$ cat config.mk
export PLATFORM = sky130hd
export DESIGN_NAME = heater_sequencer
export DESIGN_NICKNAME = d
export VERILOG_FILES = /design/src/rtl/heater_pkg.sv /design/src/rtl/heater_bit_pick.sv /design/src/rtl/heater_sequencer.sv
export SDC_FILE = /design/constraint.sdc
export NUM_CORES = 1
export LEC_CHECK = 0
export ABC_AREA = 1
export BUFFER_PORTS_ARGS = -buffer_cell sky130_fd_sc_hd__buf_2
export CAP_MARGIN = 5
export CORE_UTILIZATION = 53
export CTS_CLUSTER_DIAMETER = 40
export CTS_CLUSTER_SIZE = 20
export DETAILED_ROUTE_END_ITERATION = 16
export GPL_TIMING_DRIVEN = 0
export PLACE_DENSITY = 0.81
export SLEW_MARGIN = 20
export SYNTH_ARGS = -nofsm -noshare
export SYNTH_HDL_FRONTEND = slang
export SYNTH_SLANG_ARGS = --single-unit
$ cat constraint.sdc
create_clock -name clk -period 17.8 [get_ports clk]
set_input_delay 3.56 -clock clk [delete_from_list [all_inputs] [get_ports clk]]
set_output_delay 3.56 -clock clk [all_outputs]
set_load 0.1 [all_outputs]
$ cat src/rtl/heater_pkg.sv
// Shared state type, default constants and a saturating adder for the heater sequencer.
// HEATER_SEQ_AUTOCLR_EN adds the CLEAR state to the state type.
package heater_pkg;

  localparam int HEATER_N            = 16;
  localparam int HEATER_MAX_ON       = 8;
  localparam int HEATER_STEP_CYCLES  = 1024;
  localparam int HEATER_CLEAR_CYCLES = 4;

  typedef enum logic [2:0] {
    IDLE,
    RAMP_UP,
    RUN,
`ifdef HEATER_SEQ_AUTOCLR_EN
    CLEAR,
`endif
    RAMP_DOWN
  } heater_state_e;

  function automatic logic [15:0] sat_add16(input logic [15:0] a, input logic [15:0] b);
    logic [16:0] sum;
    sum = {1'b0, a} + {1'b0, b};
    return sum[16] ? 16'hFFFF : sum[15:0];
  endfunction

endpackage

$ cat src/rtl/heater_bit_pick.sv
// One-hot pick of the lowest (high_i = 0) or highest (high_i = 1) set bit of a vector.
module heater_bit_pick
  import heater_pkg::*;
#(
  parameter int N = HEATER_N
) (
  input  logic [N-1:0] vec_i,
  input  logic         high_i,
  output logic [N-1:0] onehot_o,
  output logic         valid_o
);

  always_comb begin
    onehot_o = '0;
    valid_o  = 1'b0;
    if (high_i) begin
      for (int i = N - 1; i >= 0; i--) begin
        if (!valid_o && vec_i[i]) begin
          onehot_o[i] = 1'b1;
          valid_o     = 1'b1;
        end
      end
    end else begin
      for (int i = 0; i < N; i++) begin
        if (!valid_o && vec_i[i]) begin
          onehot_o[i] = 1'b1;
          valid_o     = 1'b1;
        end
      end
    end
  end

endmodule

$ cat src/rtl/heater_sequencer.sv
// Current-limited heater enable ramp-up/ramp-down with error latching and counting.
// Define HEATER_SEQ_AUTOCLR_EN to add the automatic per-channel error-clear (CLEAR) state.
module heater_sequencer
  import heater_pkg::*;
#(
  parameter int N            = HEATER_N,
  parameter int MAX_ON       = HEATER_MAX_ON,
  parameter int STEP_CYCLES  = HEATER_STEP_CYCLES,
  parameter int CLEAR_CYCLES = HEATER_CLEAR_CYCLES
) (
  input  logic         clk,
  input  logic         rst_n,
  input  logic         start,
  input  logic         stop,
  input  logic [N-1:0] target_mask,
  output logic [N-1:0] heater_enable,
  output logic [N-1:0] heater_err_clear,
  input  logic [N-1:0] heater_error,
  input  logic         sticky_clr,
  output logic [N-1:0] error_sticky,
  output logic [15:0]  error_count,
  output logic         busy
);

  localparam int CW = $clog2(N + 1);
  localparam int TW = $clog2(STEP_CYCLES + 1);
  localparam int KW = $clog2(CLEAR_CYCLES + 1);

  heater_state_e state_q, state_d;
  logic [N-1:0]  target_q, target_d;
  logic [N-1:0]  enable_q, enable_d;
  logic [N-1:0]  sticky_q, sticky_d;
  logic [N-1:0]  err_q;
  logic [TW-1:0] timer_q, timer_d;
  logic [15:0]   count_q, count_d;

  logic [N-1:0]  err_event, pick_vec, pick_onehot, up_enable;
  logic          pick_high, pick_valid, step_due, room, up_done;
  logic [CW-1:0] ev_cnt;

`ifdef HEATER_SEQ_AUTOCLR_EN
  heater_state_e ret_q, ret_d;
  logic [N-1:0]  clr_mask_q, clr_mask_d;
  logic [KW-1:0] clr_cnt_q, clr_cnt_d;
  logic          stop_pend_q, stop_pend_d;
`endif

  function automatic logic [CW-1:0] popcount(input logic [N-1:0] v);
    logic [CW-1:0] c;
    c = '0;
    for (int i = 0; i < N; i++) c = c + CW'(v[i]);
    return c;
  endfunction

  // One picker serves both directions: lowest missing target going up, highest enabled going down.
  assign pick_high = (state_q == RAMP_DOWN);
  assign pick_vec  = pick_high ? enable_q : (target_q & ~enable_q);

  heater_bit_pick #(.N(N)) u_pick (
    .vec_i    (pick_vec),
    .high_i   (pick_high),
    .onehot_o (pick_onehot),
    .valid_o  (pick_valid)
  );

  assign err_event = heater_error & ~err_q & enable_q;
  assign ev_cnt    = popcount(err_event);
  assign step_due  = (timer_q == TW'(1));
  assign room      = popcount(enable_q) < CW'(MAX_ON);
  assign up_enable = (pick_valid && room) ? (enable_q | pick_onehot) : enable_q;
  assign up_done   = ((target_q & ~up_enable) == '0) || (popcount(up_enable) >= CW'(MAX_ON));

  always_comb begin
    state_d  = state_q;
    target_d = target_q;
    enable_d = enable_q;
    timer_d  = timer_q;
    sticky_d = (sticky_clr ? '0 : sticky_q) | err_event;
    count_d  = sticky_clr ? 16'(ev_cnt) : sat_add16(count_q, 16'(ev_cnt));
`ifdef HEATER_SEQ_AUTOCLR_EN
    ret_d       = ret_q;
    clr_mask_d  = clr_mask_q;
    clr_cnt_d   = clr_cnt_q;
    stop_pend_d = stop_pend_q;
`endif

    case (state_q)
      IDLE: begin
        if (start) begin
          target_d = target_mask;
          timer_d  = TW'(STEP_CYCLES);
          state_d  = RAMP_UP;
        end
      end

      RAMP_UP: begin
`ifdef HEATER_SEQ_AUTOCLR_EN
        if (|err_event) begin
          state_d     = CLEAR;
          ret_d       = RAMP_UP;
          clr_mask_d  = err_event;
          clr_cnt_d   = KW'(CLEAR_CYCLES);
          stop_pend_d = stop;
        end else
`endif
        if (stop) begin
          state_d = RAMP_DOWN;
          timer_d = TW'(STEP_CYCLES);
        end else if (step_due) begin
          enable_d = up_enable;
          timer_d  = TW'(STEP_CYCLES);
          if (up_done) state_d = RUN;
        end else begin
          timer_d = timer_q - TW'(1);
        end
      end

      RUN: begin
`ifdef HEATER_SEQ_AUTOCLR_EN
        if (|err_event) begin
          state_d     = CLEAR;
          ret_d       = RUN;
          clr_mask_d  = err_event;
          clr_cnt_d   = KW'(CLEAR_CYCLES);
          stop_pend_d = stop;
        end else
`endif
        if (stop) begin
          state_d = RAMP_DOWN;
          timer_d = TW'(STEP_CYCLES);
        end
      end

`ifdef HEATER_SEQ_AUTOCLR_EN
      // The step timer is left untouched here so an interrupted ramp resumes where it paused.
      CLEAR: begin
        stop_pend_d = stop_pend_q | stop;
        if (|err_event) begin
          clr_mask_d = clr_mask_q | err_event;
          clr_cnt_d  = KW'(CLEAR_CYCLES);
        end else if (clr_cnt_q == KW'(1)) begin
          clr_mask_d = '0;
          clr_cnt_d  = '0;
          if (stop_pend_q || stop) begin
            state_d     = RAMP_DOWN;
            timer_d     = TW'(STEP_CYCLES);
            stop_pend_d = 1'b0;
          end else begin
            state_d = ret_q;
          end
        end else begin
          clr_cnt_d = clr_cnt_q - KW'(1);
        end
      end
`endif

      RAMP_DOWN: begin
        if (enable_q == '0) begin
          state_d = IDLE;
          timer_d = '0;
        end else if (step_due) begin
          enable_d = enable_q & ~pick_onehot;
          timer_d  = TW'(STEP_CYCLES);
          if ((enable_q & ~pick_onehot) == '0) begin
            state_d = IDLE;
            timer_d = '0;
          end
        end else begin
          timer_d = timer_q - TW'(1);
        end
      end

      default: state_d = IDLE;
    endcase
  end

  always_ff @(posedge clk or negedge rst_n) begin
    if (!rst_n) begin
      state_q     <= IDLE;
      target_q    <= '0;
      enable_q    <= '0;
      sticky_q    <= '0;
      err_q       <= '0;
      timer_q     <= '0;
      count_q     <= '0;
`ifdef HEATER_SEQ_AUTOCLR_EN
      ret_q       <= IDLE;
      clr_mask_q  <= '0;
      clr_cnt_q   <= '0;
      stop_pend_q <= 1'b0;
`endif
    end else begin
      state_q     <= state_d;
      target_q    <= target_d;
      enable_q    <= enable_d;
      sticky_q    <= sticky_d;
      err_q       <= heater_error;
      timer_q     <= timer_d;
      count_q     <= count_d;
`ifdef HEATER_SEQ_AUTOCLR_EN
      ret_q       <= ret_d;
      clr_mask_q  <= clr_mask_d;
      clr_cnt_q   <= clr_cnt_d;
      stop_pend_q <= stop_pend_d;
`endif
    end
  end

`ifdef HEATER_SEQ_AUTOCLR_EN
  assign heater_err_clear = (state_q == CLEAR) ? clr_mask_q : '0;
`else
  assign heater_err_clear = '0;
`endif

  assign heater_enable = enable_q;
  assign error_sticky  = sticky_q;
  assign error_count   = count_q;
  assign busy          = (state_q != IDLE);

endmodule

### Yosys cells after proc, flatten, opt, wreduce, memory -nomap -nowiden

Cells that the tools add are included.

| word-level totals | value |
|---|---|
| bits in registers | 94 |
| bits of input ports | 37 |
| output and inout port bits | 65 |
| logic and storage cells | 275 |

| operators by class | value |
|---|---|
| add/sub/neg operators | 47 |
| magnitude comparators | 2 |
| equal/unequal tests | 14 |
| mux-type cells | 121 |
| bitwise operators | 11 |
| reductions and logical operators | 73 |

Operator list:

| kind | number |
|---|---|
| 5-bit by 1-bit adder with 5-bit output | 33 |
| 16-bit 2-to-1 mux | 10 |
| 1-bit 2-to-1 mux | 93 |
| 16-bit bitwise AND | 5 |
| 11-bit 2-to-1 mux | 7 |
| 16-bit inverter | 4 |
| 16-bit logical NOT | 3 |
| 11-bit case mux with 4 select lines | 1 |
| 16-bit bitwise OR | 2 |
| 16-bit case mux with 2 select lines | 1 |
| 1-bit logical AND | 31 |
| 1-bit logical NOT | 30 |
| 3-bit 2-to-1 mux | 8 |
| 16-bit by 5-bit adder with 17-bit output | 1 |
| 4-bit by 1-bit adder with 5-bit output | 3 |
| 3-bit by 1-bit adder with 4-bit output | 3 |
| 3-bit case mux with 4 select lines | 1 |
| 11-bit by 1-bit == test with 1-bit output (second input constant) | 1 |
| 11-bit by 1-bit subtractor with 11-bit output (second input constant) | 1 |
| 2-bit != test (second input constant) | 5 |
| 2-bit by 1-bit adder with 3-bit output | 3 |
| 1-bit by 1-bit adder with 2-bit output | 3 |
| 3-bit by 2-bit == test with 1-bit output (second input constant) | 2 |
| 3-bit by 1-bit != test with 1-bit output (second input constant) | 2 |
| 14 further kinds | 15 |

### Logic depth before layout (Yosys ltp)

| logic depth | value |
|---|---|
| depth in word-level cells | 88 |
| mapped depth | 33 |
| mapped depth without buffers | 33 |

### Modules after synthesis

A second synthesis with hierarchy kept.

| unflattened totals | value |
|---|---|
| cells, all modules | 813 |
| area, all modules | 6,571.3 µm² |

Modules (own cells, without submodules):

| module | instances | cells each | area each (µm²) | seq. area each (µm²) |
|---|---|---|---|---|
| heater_sequencer | 1 | 727 | 6,079.6 | 2,327.2 |
| heater_bit_pick | 1 | 86 | 491.7 | 0.0 |

### Worst setup path after synthesis

No wires, ideal clock.

| path | value |
|---|---|
| path type | input-to-reg |
| start | in heater_error[0] |
| end | reg count_q[13], in the netlist error_count[13] |
| setup time | 0.079 ns |
| arrival time | 8.487 ns |
| data required time | 17.721 ns |
| slack | 9.234 ns |
| stages on the path | 23 |
| buffers on the path | 0 |
| path through | nand2_1 -> nor2_1 -> fa_1 -> inv_1 -> fa_1 -> fa_1 -> fa_1 -> inv_1 -> ha_1 -> fa_1 -> xor2_1 -> ha_1 -> nand3_1 -> nand2_1 -> a21oi_1 -> o21ai_0 -> nand2_1 -> nor4_1 -> inv_1 -> nor2_1 -> nand3_1 -> xor2_1 -> a21oi_1 |

| between the ends | value |
|---|---|
| word-level cells in the longest chain between the ends | 20 |

RTL lines:

| what | RTL line | source |
|---|---|---|
| start, declared | heater_sequencer.sv:18 | `input logic [N-1:0] heater_error,` |
| 16-bit bitwise AND (2 in series) | heater_sequencer.sv:66 | `assign err_event = heater_error & ~err_q & enable_q;` |
| 1-bit by 1-bit adder with 2-bit output | heater_sequencer.sv:51 | `for (int i = 0; i < N; i++) c = c + CW'(v[i]);` |
| 2-bit by 1-bit adder with 3-bit output | heater_sequencer.sv:51 |  |
| 3-bit by 1-bit adder with 4-bit output | heater_sequencer.sv:51 |  |
| 4-bit by 1-bit adder with 5-bit output | heater_sequencer.sv:51 |  |
| 5-bit by 1-bit adder with 5-bit output (11 in series) | heater_sequencer.sv:51 |  |
| 16-bit by 5-bit adder with 17-bit output | heater_pkg.sv:22 | `sum = {1'b0, a} + {1'b0, b};` |
| 16-bit 2-to-1 mux | heater_pkg.sv:23 | `return sum[16] ? 16'hFFFF : sum[15:0];` |
| 16-bit 2-to-1 mux | heater_sequencer.sv:79 | `count_d = sticky_clr ? 16'(ev_cnt) : sat_add16(count_q, 16'(ev_cnt));` |
| named net count_d[13] | heater_sequencer.sv:35 | `logic [15:0] count_q, count_d;` |
| end signal, assigned | heater_sequencer.sv:199 | `count_q <= count_d;` |
| end, declared | heater_sequencer.sv:35 |  |

The timed path passes the listed nets, and every way through them passes these cells.
A chain may end at the register's enable or synchronous reset.

### Worst setup path in the final report

Ends and elaborated chain as after synthesis.

==> summary.md <==
| Metric | Value |
|---|---|
| GRT met1 Usage | 35.68% |
| CP max FO | 4 |
| Port bufs | 85 |
| Mux cell area share after synthesis | 1.043% |
| Worst Path Arrival | 8.88 ns |
| Pre-antenna DRT Iters | 5 |
| Pint | 0.5349 mW |
| Fin. max-slew vios | 0 |
| Initial Utilization | 54.17% |
| Seq pwr share | 27.6% |
| Hold Crit Class | flop to flop |
| EDFF count, synth | 0 |
| Number of global-route vias before repair | 5,589 |
| Post-synthesis sequential area ratio | 35.91% |
| Routability cong. | 0.9456 |
| Worst path slowest cell | fa_1 |
| RSZ-0062 raised after global routing | false |
| Compound-gate portion of the synthesized area | 8.534% |
| Pin count of the biggest net entering global routing | 57 |
| Vias | 5,646 |
| Mapped Area | 6480 um2 |
| Critical Path End Type | flop |
| Clk root buf | clkbuf_16 |
| Psw | 0.4603 mW |
| CTS Buf Count | 9 |
| Post-route ant nets | 0 |
| Die height | 112.6 um |
| Layout cell share with drive strength beyond 1 | 20.11% |
| Minimum clock period | 8.673 ns |
| CTS tree | done |
| CTS Sinks | 93 |
| Cts hold-fix bufs | 0 |
| First-pass GRT wire length | 27.31 mm |
| GRT busiest layer | met2 |
| Gate power share | 52.1% |
| Fin Setup TNS | 0 ns |
| Fmax | 0.1153 GHz |
| Initial antenna violation count | 0 |
| Top_reg_cell synth | dfrtp_1 |
| Post-CTS repair timing setup buffer count | 0 |
| Largest family of logic cells by synthesized area | simple AND/OR/NAND/NOR gates |
| Final Util | 62.63% |
| Final setup vio count | 0 |
| Post-synthesis xor/xnor area fraction | 2.703% |
| Fin nets | 993 |
| FFs w/ async S/R, synth | 100.0% |
| Yosys reg bits | 93 |
| Area share of fa/ha/maj cells after synthesis | 14.29% |
| Per-cell routed wire length | 15.94 um |
| Clk_lat worst skew | 0.35 ns |
| Top post-synthesis cells by area | dfrtp_1 36%, fa_1 9.3%, nand2_1 8.8%, inv_1 6.6%, nor2_1 6.0% |
| Power Dens Cells | 132.9 nW/um2 |
| Worst-Margin Slew | 0.8608 ns |
| Fill cells | 1,051 |
| Worst VDD drop | 0.1058 mV |
| Nature of the critical path startpoint | input port |
| Clk_skew | 0.009637 ns |
| Htree depth | 3 |
| Ant diodes | 0 |
| Row count | 40 |
| Post-DP HPWL | 13.35 mm |
| Synth area leader | dfrtp_1 |
| Top cell type's share of synthesized area | 35.91% |
| Mean post-synth cell area | 8.223 um2 |
| Overflow after GRT | 0 |
| Vias per std cell | 5.367 |
| Delay of the slowest critical-path stage | 0.55 ns |
| Clock Power Share | 20.2% |
| Cells after Synth | 788 |
| Worst Path Buf+Inv | 4 |
| Count of cell types in the netlist | 50 |
| CTS max path bufs | 2 |
| Area Overhead vs Synth | 15.60% |
| Most frequent CP cell | fa_1 |
| Cts repair resizes | 0 |
| Max Cap Violations | 0 |
| CP delay by family, top | adder cells |
| Sw Ratio | 46.25% |
| Leak | 4.093 nW |
| Initial DRC count | 590 |
| Die X | 112.6 um |
| Most frequent cells in the layout | 152 x nand2_1, 114 x inv_1, 103 x nor2_1 |
| CP cell instances | buf_2 > nand2_1 > nor2_1 > fa_1 > inv_1 > fa_1 > fa_1 > fa_1 > inv_1 > ha_1 > fa_1 > xor2_1 > ha_1 > nand3_1 > nand2_1 > a21oi_1 > o21ai_0 > nand2_1 > nor4_1 > inv_1 > nor2_1 > nand3_1 > xor2_1 > a21oi_1 |
| # DRC | 0 |
| Outcome | complete, no violations |
| CP required | 18.01 ns |
| GR met2 Demand/Resource | 46.58% |
| Core area | 11,960 um2 |
| Simple-gate portion of the synthesized area | 27.05% |
| Crit path kind | input port to flop |
| Most common cell after layout, fill and taps aside | nand2_1 |
| Final WL | 16.76 mm |
| Met3 Use GR | 6.102% |
| Boundary Pins | 102 |
| Period Utilization, post-route | 48.72% |
| Slew HR | 41.13% |
| Synthesis warning total | 0 |
| Clk slew on worst S/H paths | 0.07 ns |
| DIE AREA | 12,670 um2 |
| GRT Total Usage | 28.05% |
| Final Hold Viols | 0 |
## power by group through the flow
stage          clock, mW  sequential [mW]  combinational, mW
2_1_floorplan          0            0.305              0.379
5_1_grt            0.213            0.279              0.584
6_report           0.201            0.275              0.519
4_1_cts            0.205            0.274              0.519
3_3_place_gp           0            0.277              0.497
3_5_place_dp           0            0.278              0.518
## cell usage after synthesis, types with 7 or more instances
| cell type | number |
|---|---|
| a21oi_1 | 38 |
| buf_4 | 16 |
| dfrtp_1 | 93 |
| fa_1 | 30 |
| ha_1 | 26 |
| inv_1 | 114 |
| inv_2 | 7 |
| nand2_1 | 152 |
| nand2_2 | 12 |
| nand3_1 | 42 |
| nand3_2 | 7 |
| nand4_1 | 14 |
| nor2_1 | 103 |
| nor3_1 | 12 |
| o21ai_0 | 28 |
| xor2_1 | 18 |
## layer usage
metal  up-vias  share of wire, %  wire length, um
met5         -                 0                0
met4         0               3.7              617
met3        52               6.6             1110
met2       228                47             7929
met1      2649                42             7108
li1       2717                 -                -
## metrics by stage
step	hold slack [ns]	power (mW)	cells	cell area, um2	setup WS, ns
after floorplan	0.4360	0.6834	803	6536	9.234
after global placement	0.4406	0.7737	1035	7146	8.865
after detailed placement	0.4517	0.7960	1036	7179	8.790
after CTS	0.4534	0.9984	1052	7491	9.126
after global routing	0.4805	1.076	1052	7491	8.751
final	0.4585	0.9952	1052	7491	9.127
## registers in the layout, summed over array words and instances (netlist names)
register	cells
error_sticky	16
err_q	16
target_q	16
state_q	2
heater_enable	16
timer_q	11
error_count	16
## final timing paths
path                       slack (ns)  cells after the start        startpoint                to
max                              9.13                     24   heater_error[0]   error_count[13]
min                              0.46                      1         err_q[12]  error_sticky[12]
max reg2reg                      9.46                     28  heater_enable[0]        state_q[0]
min reg2reg                      0.46                      1         err_q[12]  error_sticky[12]
max in group asynchronous       14.10                      2             rst_n        state_q[1]
min in group asynchronous        3.10                      1             rst_n   error_sticky[8]
## logic make-up (layout without fill, tap and decap cells)
family          after synthesis  in the layout
compound gates               94             94
xor+xnor                     20             20
fa+ha+maj                    56             56
buf+inv                     151            253
flops                        93             93
mux                           6              6
other cells                   1             16
simple gates                367            367
## final cells by class
| type | count | area [um2] | share of cell area (%) |
|---|---|---|---|
| multi-input cells | 559 | 3535 | 47.19 |
| repair buffers | 86 | 459.2 | 6.130 |
| inverters | 122 | 460.4 | 6.147 |
| clock inverters | 4 | 55.05 | 0.7349 |
| plain buffers | 29 | 214.0 | 2.856 |
| well taps | 147 | 183.9 | 2.455 |
| flip-flops and latches | 93 | 2327 | 31.07 |
| clock buffers | 12 | 256.5 | 3.424 |
No activity file was read; power rests on OpenSTA's default activity.
